[config.mk]
export PLATFORM = sky130hd
export DESIGN_NAME = fifo_stream_reader
export DESIGN_NICKNAME = d
export VERILOG_FILES = /design/src/rtl/fifo_stream_reader.sv
export SDC_FILE = /design/constraint.sdc
export NUM_CORES = 1
export LEC_CHECK = 0
export CORE_MARGIN = 2
export CORE_UTILIZATION = 35
export CTS_CLUSTER_SIZE = 14
export DETAILED_ROUTE_END_ITERATION = 16
export PLACE_DENSITY = 0.55
export SKIP_LAST_GASP = 1
export SYNTH_ARGS = -nofsm -noshare
export SYNTH_HDL_FRONTEND = slang
export SYNTH_SLANG_ARGS = --single-unit
export TNS_END_PERCENT = 30
[constraint.sdc]
create_clock -name rclk -period 2.8 [get_ports rclk]
set_input_delay 0.7 -clock rclk [delete_from_list [all_inputs] [get_ports rclk]]
set_output_delay 0.7 -clock rclk [all_outputs]
set_load 0.005 [all_outputs]
[src/rtl/fifo_stream_reader.sv]
// fifo_stream_reader
// Pulls words from a fall-through FIFO, tags every PKT_LEN-th word as the end
// of a packet and presents the words on a valid/ready stream through a
// 2-entry in-order output buffer.
// Optional feature: define FIFO_READER_STATS_EN to add the word_count and
// pkt_count statistics outputs.

module fifo_stream_reader #(
    parameter int DATAWIDTH = 8,
    parameter int PKT_LEN   = 4,
    parameter int CNT_W     = 16
) (
    input  logic                 rclk,
    input  logic                 rrst,
    input  logic                 enable,
    input  logic                 fifo_empty,
    input  logic [DATAWIDTH-1:0] fifo_rdata,
    output logic                 fifo_r_en,
    output logic [DATAWIDTH-1:0] out_data,
    output logic                 out_valid,
    output logic                 out_last,
    input  logic                 out_ready,
`ifdef FIFO_READER_STATS_EN
    output logic [CNT_W-1:0]     word_count,
    output logic [CNT_W-1:0]     pkt_count,
`endif
    output logic                 busy
);

    if (PKT_LEN < 1 || PKT_LEN > 256 || CNT_W < 1) begin : g_bad_params
        $error("fifo_stream_reader: PKT_LEN must be 1..256 and CNT_W >= 1");
    end

    typedef enum logic [1:0] {
        ST_IDLE     = 2'd0,
        ST_RUN      = 2'd1,
        ST_STOPPING = 2'd2
    } state_t;

    localparam logic [7:0] PKT_LAST = 8'(PKT_LEN - 1);

    state_t               state_q, state_d;
    logic [1:0]           occ_q, occ_d;
    logic [7:0]           pkt_idx_q, pkt_idx_d;
    logic [DATAWIDTH-1:0] head_data_q, head_data_d;
    logic                 head_last_q, head_last_d;
    logic [DATAWIDTH-1:0] tail_data_q, tail_data_d;
    logic                 tail_last_q, tail_last_d;

    logic push;       // FIFO word enters the buffer at this edge
    logic pop;        // head word leaves on the stream at this edge
    logic push_last;  // the word being pushed closes its packet

    assign push      = fifo_r_en;
    assign push_last = (pkt_idx_q == PKT_LAST);
    assign out_valid = (occ_q != 2'd0);
    assign pop       = out_valid & out_ready;
    assign out_data  = head_data_q;
    assign out_last  = head_last_q;
    assign busy      = (occ_q != 2'd0) | (pkt_idx_q != 8'd0);

    // FSM state register.
    always_ff @(posedge rclk) begin
        // NOTE: sequential state always uses non-blocking assignment so every
        // flop samples pre-edge values regardless of process ordering.
        if (rrst) begin
            state_q <= ST_IDLE;
        end else begin
            state_q <= state_d;
        end
    end

    // FSM next state; decisions use the packet index as it will be after this
    // cycle's pop, so a pop coinciding with enable falling is never stranded.
    always_comb begin
        // NOTE: every combinational output gets a default first so no path
        // leaves it unassigned and no latch is inferred.
        state_d = state_q;
        unique case (state_q)
            ST_IDLE: begin
                if (enable) state_d = ST_RUN;
            end
            ST_RUN: begin
                if (!enable) state_d = (pkt_idx_d == 8'd0) ? ST_IDLE : ST_STOPPING;
            end
            ST_STOPPING: begin
                if (enable)                 state_d = ST_RUN;
                else if (push && push_last) state_d = ST_IDLE;
            end
            default: state_d = ST_IDLE;
        endcase
    end

    // FSM output: pop the FIFO while streaming and the buffer has room.
    always_comb begin
        fifo_r_en = 1'b0;
        if (!rrst && !fifo_empty && (occ_q != 2'd2) &&
            (state_q == ST_RUN || state_q == ST_STOPPING)) begin
            fifo_r_en = 1'b1;
        end
    end

    // Packet position: advance on each pop, wrap after the last word.
    always_comb begin
        pkt_idx_d = pkt_idx_q;
        if (push) pkt_idx_d = push_last ? 8'd0 : pkt_idx_q + 8'd1;
    end

    // Output buffer: head feeds the stream directly, tail holds the second word.
    always_comb begin
        head_data_d = head_data_q;
        head_last_d = head_last_q;
        tail_data_d = tail_data_q;
        tail_last_d = tail_last_q;
        occ_d       = occ_q + 2'(push) - 2'(pop);
        if (pop) begin
            if (occ_q == 2'd2) begin
                head_data_d = tail_data_q;
                head_last_d = tail_last_q;
            end else if (push) begin
                head_data_d = fifo_rdata;
                head_last_d = push_last;
            end else begin
                // Buffer runs empty: data holds, last must read 0.
                head_last_d = 1'b0;
            end
        end else if (push) begin
            if (occ_q == 2'd0) begin
                head_data_d = fifo_rdata;
                head_last_d = push_last;
            end else begin
                tail_data_d = fifo_rdata;
                tail_last_d = push_last;
            end
        end
    end

    // Control and head registers, cleared by reset.
    always_ff @(posedge rclk) begin
        if (rrst) begin
            occ_q       <= 2'd0;
            pkt_idx_q   <= 8'd0;
            head_data_q <= '0;
            head_last_q <= 1'b0;
        end else begin
            occ_q       <= occ_d;
            pkt_idx_q   <= pkt_idx_d;
            head_data_q <= head_data_d;
            head_last_q <= head_last_d;
        end
    end

    // Tail entry storage.
    always_ff @(posedge rclk) begin
        // NOTE: pure storage is left unreset; it is only read when occ_q says
        // it holds a word, so its power-up contents are never observed.
        tail_data_q <= tail_data_d;
        tail_last_q <= tail_last_d;
    end

`ifdef FIFO_READER_STATS_EN
    logic [CNT_W-1:0] word_count_q, word_count_d;
    logic [CNT_W-1:0] pkt_count_q, pkt_count_d;

    // Statistics: count stream transfers and completed packets, wrapping.
    always_comb begin
        word_count_d = word_count_q;
        pkt_count_d  = pkt_count_q;
        if (pop) begin
            word_count_d = word_count_q + CNT_W'(1);
            if (head_last_q) pkt_count_d = pkt_count_q + CNT_W'(1);
        end
    end

    // Statistics registers.
    always_ff @(posedge rclk) begin
        if (rrst) begin
            word_count_q <= '0;
            pkt_count_q  <= '0;
        end else begin
            word_count_q <= word_count_d;
            pkt_count_q  <= pkt_count_d;
        end
    end

    assign word_count = word_count_q;
    assign pkt_count  = pkt_count_q;
`endif

endmodule

==> summary.md <==
| Metric | Value |
|---|---|
| Pre-CTS WS | -0.237 ns |
| P_sw | 370 uW |
| N_diodes | 0 |
| Status | complete, no violations |
| Least-Margin Pin Slew | 0.356 ns |
| Pwr Total | 1.23 mW |
| Via/cell ratio | 5.27 |
| Clk buf depth | 2 |
| Drt first pass iters | 6 |
| GPL Wtd Cong | 0.814 |
| Top FF cell, synth | dfxtp_1 |
| Setup TNS | 0 ns |
| Fin. max-slew vios | 0 |
| Endpoint class of the critical path | output pin |
| Post-synth EDFFs | 9 |
| Largest stage delay, worst path | 0.42 ns |
| Final Cell Area | 0.00198 mm2 |
| Antenna Nets Post-Route | 0 |
| Crit Path Class | in2out |
| R2r endpoint | state_q[1]$_SDFFE_PP0P_ |
| WHS | 0.499 ns |
| Post-Synthesis Mean Instance Area | 9.03 um2 |
| Hold Startpoint | out_data[6]$_SDFFE_PP0P_ |
| Fin crit share | 0.974 |
| Synthesis-to-layout area growth | 27.2% |
| CTS sink cnt | 30 |
| Via Count | 1355 |
| Total track usage | 0.148 |
| PD cells | 621 mW/mm2 |
| H-tree lvl count | 2 |
| R2R cell count | 9 |
| Minimum clock period | 2.73 ns |
| Initial DRC Count | 33 |
| Post-Synthesis Cell Area | 0.00155 mm2 |
| Worst path bufs/invs | 3 |
| Register area share after synthesis | 0.445 |
| Core Footprint | 0.00432 mm2 |
| Largest net degree at the start of global routing | 24 |
| CTS Buf Count | 5 |
| # IOs | 25 |
| WL/cell | 13.3 um |
| Hold Path Class | reg2reg |
| Initial antenna violation count | 0 |
| FP Rows | 24 |
| Die height | 70.6 um |
| Share of layout cells above drive strength 1 | 0.141 |
| Post-synth cell types | 43 |
| Drt drc | 0 |
| Internal Power | 856 uW |
| Worst VDD drop | 304 uV |
| Data arrival, critical path | 2.03 ns |
| Unrepaired setup endpoints after global routing | no |
| PortBufs | 24 |
| Register clock-pin slew on the reported worst setup and hold paths | 0.06 ns |
| Final setup vio count | 0 |
| Slew Limit Headroom | 0.760 |
| Worst-case clock skew | 0.00628 ns |
| GRT overflow | 0 |
| Syn Inst Count | 172 |
| Leakage | 0.731 nW |
| Slowest CP cell | clkdlybuf4s50_1 |
| Final nets | 225 |
| Critical-path cell list | clkdlybuf4s50_1 > or3b_4 > or2_4 > clkinv_4 > clkdlybuf4s15_1 |
| Reg-to-reg slack, setup | 0.46 ns |
| Initial Util | 0.359 |
| Combinational fraction of design power | 0.307 |
| F_max | 367 MHz |
| WHS Endpoint | out_data[6]$_SDFFE_PP0P_ |
| CTS Root Cell | clkbuf_8 |
| Post-DP HPWL | 2520 um |
| WL final | 3420 um |
| Seq cells post-synth | 30 |
| WHS Path Cells | 2 |
| CP delay by family, top | simple AND/OR/NAND/NOR gates |
| Yosys Warn Count | 0 |
| Setup WS post-layout | 0.0729 ns |
| Max-cap violations | 0 |
| Final Core Density | 0.457 |
| Critical Path Start | fifo_empty |
| Area after DPL | 0.00189 mm2 |
| CTS tree | built |
| Placed insts | 249 |
| Async set-reset flop share out of synthesis | 0 |
| Die footprint | 0.00499 mm2 |
| Crit Path Max Fanout | 2 |
| Post-CTS Hold Buffers | 0 |
| R2r startpoint | state_q[0]$_SDFFE_PP0P_ |
| Syn Nets | 193 |
| Final hold vios | 0 |
| Flop pwr share | 0.422 |
| Net Sw Frac | 0.301 |
| Die W | 70.6 um |
| Clock power share | 0.271 |
| Vias in the first global route | 1296 |
| Startpoint type of the worst setup path | primary input |
| First-pass GRT wire length | 5800 um |
| Post-Layout Cell Count | 257 |
| Clock Latency Late Sink | 0.28 ns |
| WP data required | 2.10 ns |
-- timing repair --
action,in CTS,in global routing
gates resized for setup,3,1
setup buffers,0,0
endpoints found under the setup margin,1,1
pin swaps,2,2
-- layer usage --
layer | wire length, um | part of all wire | track usage | vias up
met5 | 0 | 0 | 0 | -
met2 | 1570 | 0.46 | 0.237 | 27
met1 | 1660 | 0.48 | 0.191 | 650
met3 | 128 | 0.037 | 0.0356 | 8
li1 | - | - | - | 670
met4 | 65 | 0.019 | 0.0671 | 0
-- state kept, by name, summed over array words and instances (netlist names) --
register / flops
state_q: 2
pkt_idx_q: 8
tail_data_q: 8
out_data: 8
out_last: 1
occ_q: 2
tail_last_q: 1
-- placed cells by master, fill, tap and decap left out, types with 5 or more instances in the layout --
master           count
clkdlybuf4s50_1     23
nor3_1               6
a311oi_1             8
nand2_1             15
ha_1                 8
nand3_1             13
xnor2_1              5
edfxtp_1             9
dfxtp_1             21
nor2_1              25
inv_1                9
clkbuf_8             5
buf_4               10
-- logic make-up (layout without fill, tap and decap cells) --
| logic type | after synthesis | count (layout) | synth area share |
|---|---|---|---|
| simple gates | 78 | 78 | 0.252 |
| xor+xnor | 8 | 8 | 0.0451 |
| buf+inv | 21 | 54 | 0.0612 |
| fa+ha+maj | 8 | 8 | 0.0645 |
| mux | 1 | 1 | 0.00725 |
| compound gates | 26 | 26 | 0.125 |
| flops | 30 | 30 | 0.445 |
-- power groups by stage --
stage	clock [mW]	sequential, mW	combinational, mW
after global routing	0.360	0.524	0.416
after floorplan	0	0.525	0.205
after global placement	0	0.524	0.370
after detailed placement	0	0.527	0.379
final	0.333	0.517	0.376
after CTS	0.342	0.517	0.382
-- worst max path at each step --
stage / slack, ns / end / cells after the start
after floorplan: 0.49 / fifo_r_en / 5
after global placement: -0.25 / fifo_r_en / 5
after detailed placement: -0.24 / fifo_r_en / 5
after CTS: 0.01 / fifo_r_en / 5
after global routing: 0.03 / fifo_r_en / 5
final: 0.07 / fifo_r_en / 5
-- worst register-to-register path, cell delays in order, from the launching register on --
cell	delay, ns
dfxtp_1	0.37
inv_1	0.10
ha_1	0.30
or3b_4	0.40
buf_4	0.17
nor4_1	0.31
xnor2_1	0.19
o21ai_1	0.11
a211oi_1	0.19
o21ai_1	0.09
-- cells in the mapped netlist (all sizes together), types with 3 or more instances --
cell type | number | area [um2]
nor2 | 25 | 93.8
dfxtp | 21 | 420
nand2 | 15 | 56.3
nand3 | 13 | 65.1
inv | 10 | 37.5
edfxtp | 9 | 270
nor3 | 9 | 60.1
a311oi | 8 | 70.1
ha | 8 | 100
o21ai | 6 | 33.8
a21oi | 5 | 28.8
clkbuf | 5 | 18.8
xnor2 | 5 | 43.8
buf | 4 | 26.3
nor4 | 3 | 25.0
xor2 | 3 | 26.3
-- final cells by class --
cell class / instances / area [um2]
clock inverters: 2 / 10.0
flip-flops and latches: 30 / 691
inverters: 12 / 50.0
clock buffers: 6 / 72.6
well taps: 52 / 65.1
multi-input cells: 121 / 772
fillers: 425 / 2350
repair buffers: 34 / 315
No activity file was read; power rests on OpenSTA's default activity.
